<file path="src/rtl/instr_decode.sv">
// AAP decode stage: rebuilds 16/32-bit instructions from fetch words and issues them registered.
// Optional DECODE_ILLEGAL_TRAP_EN flags unsupported 48/64-bit second words via dec_illegal.
module instr_decode #(
    parameter int PC_W = 20
) (
    input  logic            clock,
    input  logic            reset,
    input  logic [15:0]     fetch_word,
    input  logic [PC_W-1:0] fetch_pc,
    input  logic            fetch_valid,
    output logic            fetch_ready,
    input  logic            flush,
    input  logic            stall,
    output logic            dec_valid,
    output logic            dec_is32,
    output logic [1:0]      dec_class,
    output logic [7:0]      dec_opcode,
    output logic [5:0]      dec_rd,
    output logic [5:0]      dec_ra,
    output logic [5:0]      dec_rb,
    output logic [11:0]     dec_imm,
    output logic [PC_W-1:0] dec_pc,
    output logic            dec_illegal
);

    typedef enum logic [0:0] {
        ST_FIRST  = 1'b0,
        ST_SECOND = 1'b1
    } state_t;

    state_t            state_r;
    state_t            state_nxt_s;
    logic [14:0]       hold_word_r;
    logic [PC_W-1:0]   hold_pc_r;
    logic              accept_s;
    logic              issue_s;
    logic              hold_load_s;
    logic              is32_nxt_s;
    logic [1:0]        class_nxt_s;
    logic [7:0]        opcode_nxt_s;
    logic [5:0]        rd_nxt_s;
    logic [5:0]        ra_nxt_s;
    logic [5:0]        rb_nxt_s;
    logic [11:0]       imm_nxt_s;
    logic [PC_W-1:0]   pc_nxt_s;
    logic              illegal_nxt_s;

    // Back-pressure: refuse words only while an issued instruction is being held.
    assign fetch_ready = !(dec_valid && stall);
    assign accept_s    = fetch_valid && fetch_ready;

    // FSM state register.
    always_ff @(posedge clock) begin
        if (reset) begin
            state_r <= ST_FIRST;
        end else begin
            state_r <= state_nxt_s;
        end
    end

    // FSM next state; flush abandons any partial instruction.
    always_comb begin
        state_nxt_s = state_r;
        if (flush) begin
            state_nxt_s = ST_FIRST;
        end else if (accept_s) begin
            case (state_r)
                ST_FIRST:  state_nxt_s = fetch_word[15] ? ST_SECOND : ST_FIRST;
                ST_SECOND: state_nxt_s = ST_FIRST;
                default:   state_nxt_s = ST_FIRST;
            endcase
        end else begin
            state_nxt_s = state_r;
        end
    end

    // FSM outputs: issue strobe, hold-register load and the next decoded fields.
    always_comb begin
        issue_s       = 1'b0;
        hold_load_s   = 1'b0;
        is32_nxt_s    = 1'b0;
        class_nxt_s   = fetch_word[14:13];
        opcode_nxt_s  = {4'b0000, fetch_word[12:9]};
        rd_nxt_s      = {3'b000, fetch_word[8:6]};
        ra_nxt_s      = {3'b000, fetch_word[5:3]};
        rb_nxt_s      = {3'b000, fetch_word[2:0]};
        imm_nxt_s     = {6'b000000, fetch_word[5:3], fetch_word[2:0]};
        pc_nxt_s      = fetch_pc;
        illegal_nxt_s = 1'b0;
        case (state_r)
            ST_FIRST: begin
                if (accept_s && !flush) begin
                    issue_s     = !fetch_word[15];
                    hold_load_s = fetch_word[15];
                end else begin
                    issue_s     = 1'b0;
                    hold_load_s = 1'b0;
                end
            end
            ST_SECOND: begin
                issue_s      = accept_s && !flush;
                is32_nxt_s   = 1'b1;
                class_nxt_s  = hold_word_r[14:13];
                opcode_nxt_s = {fetch_word[12:9], hold_word_r[12:9]};
                rd_nxt_s     = {fetch_word[8:6], hold_word_r[8:6]};
                ra_nxt_s     = {fetch_word[5:3], hold_word_r[5:3]};
                rb_nxt_s     = {fetch_word[2:0], hold_word_r[2:0]};
                imm_nxt_s    = {fetch_word[5:3], fetch_word[2:0], hold_word_r[5:3], hold_word_r[2:0]};
                pc_nxt_s     = hold_pc_r;
`ifdef DECODE_ILLEGAL_TRAP_EN
                illegal_nxt_s = fetch_word[15];
`else
                illegal_nxt_s = 1'b0;
`endif
            end
            default: begin
                issue_s     = 1'b0;
                hold_load_s = 1'b0;
            end
        endcase
    end

    // Hold register for the first half of a 32-bit instruction.
    always_ff @(posedge clock) begin
        if (reset || flush) begin
            hold_word_r <= 15'h0000;
            hold_pc_r   <= {PC_W{1'b0}};
        end else if (hold_load_s) begin
            hold_word_r <= fetch_word[14:0];
            hold_pc_r   <= fetch_pc;
        end
    end

    // Issued-instruction register; a stall freezes it, otherwise valid drops without an issue.
    always_ff @(posedge clock) begin
        if (reset) begin
            dec_valid   <= 1'b0;
            dec_is32    <= 1'b0;
            dec_class   <= 2'b00;
            dec_opcode  <= 8'h00;
            dec_rd      <= 6'h00;
            dec_ra      <= 6'h00;
            dec_rb      <= 6'h00;
            dec_imm     <= 12'h000;
            dec_pc      <= {PC_W{1'b0}};
            dec_illegal <= 1'b0;
        end else if (flush) begin
            dec_valid   <= 1'b0;
            dec_illegal <= 1'b0;
        end else if (stall && dec_valid) begin
            dec_valid   <= dec_valid;
        end else if (issue_s) begin
            dec_valid   <= 1'b1;
            dec_is32    <= is32_nxt_s;
            dec_class   <= class_nxt_s;
            dec_opcode  <= opcode_nxt_s;
            dec_rd      <= rd_nxt_s;
            dec_ra      <= ra_nxt_s;
            dec_rb      <= rb_nxt_s;
            dec_imm     <= imm_nxt_s;
            dec_pc      <= pc_nxt_s;
            dec_illegal <= illegal_nxt_s;
        end else begin
            dec_valid   <= 1'b0;
            dec_illegal <= 1'b0;
        end
    end

endmodule

</file>
<file path="config.mk">
export PLATFORM = sky130hd
export DESIGN_NAME = instr_decode
export DESIGN_NICKNAME = d
export VERILOG_FILES = /design/src/rtl/instr_decode.sv
export SDC_FILE = /design/constraint.sdc
export NUM_CORES = 1
export LEC_CHECK = 0
export ABC_AREA = 1
export CAP_MARGIN = 20
export CORE_MARGIN = 4
export CORE_UTILIZATION = 51
export DETAILED_ROUTE_END_ITERATION = 7
export HOLD_SLACK_MARGIN = 0.05
export MAX_ROUTING_LAYER = met4
export PLACE_DENSITY = 0.91
export SYNTH_ARGS = -nofsm -noshare
export SYNTH_HDL_FRONTEND = slang
export SYNTH_SLANG_ARGS = --single-unit
</file>
<file path="constraint.sdc">
create_clock -name clock -period 2.2 [get_ports clock]
set_clock_uncertainty 0.1 [all_clocks]
set_input_delay 0.44 -clock clock [delete_from_list [all_inputs] [get_ports clock]]
set_output_delay 0.44 -clock clock [all_outputs]
set_load 0.01 [all_outputs]
</file>
; Yosys cells after proc, flatten, opt, wreduce, memory -nomap -nowiden
; Index checks and enable logic that the tools add are counted.
; W data, S select, Z words.
[op_classes]
bitwise = 3
mux = 15
reduce_logical = 9
[op_table]
columns = op, count
row1 = $mux W20, 1
row2 = $mux W6, 3
row3 = $mux W12, 1
row4 = $mux W8, 1
row5 = $mux W1, 6
row6 = $pmux W1 S2, 2
row7 = $logic_and A1 B1 Y1, 3
row8 = $logic_not A1 Y1, 3
row9 = $not A1 Y1, 3
row10 = $reduce_and A3 Y1, 1
row11 = $mux W2, 1
row12 = $reduce_or A2 Y1, 1
row13 = $logic_or A1 B1 Y1, 1
[totals]
ff_bits = 98

; Logic depth before layout (Yosys ltp)
[depth]
ltp_word = 7
depth_mapped = 8

; Worst setup path before layout
; No wires, ideal clock.
[synth_timing]
path_type = input -> register
from = in stall
to = reg hold_pc_r[10]
required_ns = 1.987
path_stages = 7
arrival_time_ns = 1.164
n_path_buf = 1
setup_slack_ns = 0.824
path_cell_list = nand2_2 nand2_1 nor2_4 nand2_1 buf_2 nor2_1 nor2_1
[synth_via]
elab_chain_len = 6
[synth_rtl]
columns = item, line_no
row1 = "start, declared", 13  ; input logic stall,
row2 = $logic_and A1 B1 Y1, 49  ; assign fetch_ready = !(dec_valid && stall);
row3 = $logic_not A1 Y1, 49
row4 = $logic_and A1 B1 Y1, 50  ; assign accept_s = fetch_valid && fetch_ready;
row5 = $logic_and A1 B1 Y1, 92  ; if (accept_s && !flush) begin
row6 = $mux W1, 92
row7 = $mux W1, 90  ; case (state_r)
row8 = "end signal, assigned", 127  ; hold_pc_r <= {PC_W{1'b0}};
row9 = "end signal, assigned", 130  ; hold_pc_r <= fetch_pc;
row10 = "end, declared", 34  ; logic [PC_W-1:0] hold_pc_r;
; No other way between the ends.
; A chain may end at the register's enable or synchronous reset.

; Worst setup path in the final report
[layout_timing]
from = in stall
to = out fetch_ready
[layout_via]
elab_chain_len = 2
[layout_rtl]
columns = item, line_no
row1 = $logic_and A1 B1 Y1, 49
row2 = $logic_not A1 Y1, 49
row3 = "end, declared", 11  ; output logic fetch_ready,
; No other way between the ends.

==> results.json <==
{
  "status": "complete, no violations",
  "cts_buffers": 9,
  "rsz0062_at_grt": "no",
  "maxCapViolations": 0,
  "crit_arrival_ns": 1.55,
  "antenna_found_initial": 0,
  "port-buffer-count": 103,
  "postCtsSetupBuffers": 0,
  "synth_fp_nets": 584,
  "setup_tns_ns": 0,
  "drive_above_1_share": 0.05882,
  "finalPower_mw": 3.213,
  "layout.nets": 665,
  "die_w_um": 93.16,
  "core.rowCount": 30,
  "crit_chain": "clkdlybuf4s50_1 > nand2_2 > clkdlybuf4s50_1",
  "max_freq_ghz": 0.4782,
  "critPathRequiredTime_ns": 1.66,
  "critical_path_class": "in2out",
  "yosysTopAreaCellShare": 0.4655,
  "die_h_um": 93.16,
  "p_leak_nw": 2.020,
  "drtIter0Drc": 189,
  "yosysWarnings": 0,
  "via_per_inst": 5.047,
  "area_growth_syn_to_layout_pct": 33.53,
  "cts_resized": 0,
  "die_area_um2": 8679,
  "drt_wl_total_um": 9133,
  "synth_area_um2": 3699,
  "final-setup-viol-count": 0,
  "worst_skew_pair.late_latency_ns": 0.34,
  "grt_usage": 0.2226,
  "grt_overflow": 0,
  "hold_viol_final": 0,
  "ios": 105,
  "max_stage_delay_ns": 0.56,
  "yosysSeqAreaShare": 0.4655,
  "end_kind": "output pin",
  "async_flop_share": 0,
  "synth.most_common_cell": "nor2_1",
  "synth_area_per_cell_um2": 6.811,
  "path_clk_slew_ns": 0.07,
  "dp_hpwl_um": 6466,
  "synthFlopType": "dfxtp_1",
  "wl_per_cell_um": 12.60,
  "diodes": 0,
  "drc": 0,
  "crit_top_cell": "clkdlybuf4s50_1",
  "core_um2": 6907,
  "syn_inst": 543,
  "yosysTopAreaCell": "dfxtp_1",
  "critical_path_peak_fanout": 5,
  "period_share": 0.9506,
  "min_path_cells": 2,
  "synthTopCellsByArea": "dfxtp_1, nor2_1, nand2_1, o21ai_0, a21oi_1",
  "min_period_ns": 2.091,
  "ir_drop_uv": 330.0,
  "cp_slowest_cell": "clkdlybuf4s50_1",
  "cts_tree": "done",
  "power_density_nw_per_um2": 650.6,
  "htree_levels": 3,
  "clk_path_buf_depth": 2,
  "synth_edf_count": 0,
  "grt_pass1_vias": 3289,
  "synthDistinctLibCells": 19,
  "start_kind": "primary input",
  "initial_core_util": 0.5355,
  "slew_viol_final": 0,
  "firstDrtPassIters": 4,
  "ff2ff_path_depth": 7,
  "grt_max_degree": 43,
  "route.vias.total": 3659,
  "clkSinkCount": 86,
  "hp-class": "reg2reg",
  "synth-seq-cells": 86,
  "grt_pass1_wl_um": 15060,
  "place.gp.congestion": 0.8144,
  "clockRootBuffer": "clkbuf_8",
  "synth.cells.most_frequent": "nor2_1, nand2_1, dfxtp_1",
  "ant_nets": 0,
  "postCtsHoldBufs": 0
}
## area by class of cell
class                      instances  area, um^2
clock buffer                      13       158.9
tap                               96       120.1
fill                             564        1968
clock inverter                     3       42.54
timing repair buffer             117        1174
multi-input combinational        370        1572
inverter                          40       150.1
sequential                        86        1722
## logic make-up after synthesis
family | share of synthesized area
AO/OA/AOI/OAI | 0.1353
flip-flops | 0.4655
AND/OR/NAND/NOR | 0.2886
buffers and inverters | 0.1096
other | 0.001014
## report_power, final
part	internal, mW	switching [mW]	total [mW]	leakage, nW
registers	1.61	0.0268	1.64	0.699
clock network	0.587	0.532	1.12	0.0996
logic	0.225	0.234	0.459	1.22
## cells in the final DEF, fill, tap and decap left out, types with 3 or more instances in the layout
cell,synthesis,routed
a21oi_1,31,31
buf_12,0,3
buf_4,16,11
clkbuf_8,0,11
clkdlybuf4s50_1,0,103
dfxtp_1,86,86
inv_1,37,37
inv_2,3,3
nand2_1,121,121
nand3_1,15,15
nor2_1,126,126
o21ai_0,67,67
## flip-flops by register name, indices dropped and copies added, names as in the netlist
name,flops
dec_rd,6
hold_word_r,15
dec_opcode,8
dec_rb,5
dec_is32,1
dec_class,2
dec_imm,1
dec_valid,1
dec_pc,20
hold_pc_r,20
state_r,1
dec_ra,6
## routing by layer
| layer | part of all wire | wire length, um | track usage | up-vias |
|---|---|---|---|---|
| met2 | 0.52 | 4744 | 0.3839 | 99 |
| met4 | 0.020 | 184 | 0.08547 | 0 |
| met1 | 0.41 | 3732 | 0.2634 | 1707 |
| met5 | 0 | 0 | - | - |
| li1 | - | - | - | 1830 |
| met3 | 0.052 | 471 | 0.03138 | 23 |
## final timing paths
| kind | slack [ns] | start | endpoint |
|---|---|---|---|
| max reg2reg | 0.76 | dec_valid$_SDFFE_PP0N_ | hold_pc_r[8]$_SDFFE_PP0P_ |
| min | 0.37 | dec_is32$_SDFFE_PP0P_ | dec_is32$_SDFFE_PP0P_ |
| max | 0.11 | stall | fetch_ready |
| min reg2reg | 0.37 | dec_is32$_SDFFE_PP0P_ | dec_is32$_SDFFE_PP0P_ |
## per-stage QoR
step | std cells | hold WS, ns | setup slack [ns] | util | area (um^2)
floorplan | 543 | 0.3514 | 0.8236 | - | 3699
global placement | 709 | 0.3463 | 0.1290 | 0.6859 | 4737
detailed placement | 709 | 0.3567 | 0.1055 | 0.6859 | 4737
CTS | 725 | 0.3684 | 0.09922 | 0.7150 | 4938
global route | 725 | 0.3951 | 0.06253 | 0.7150 | 4938
finish | 725 | 0.3671 | 0.1088 | 0.7150 | 4938
## critical path: cells and delay by family
family | cells | cell delay, ns
buffers and inverters | 2 | 0.98
and+or+nand+nor | 1 | 0.13
Note: power is estimated with default switching activity, not from simulation.
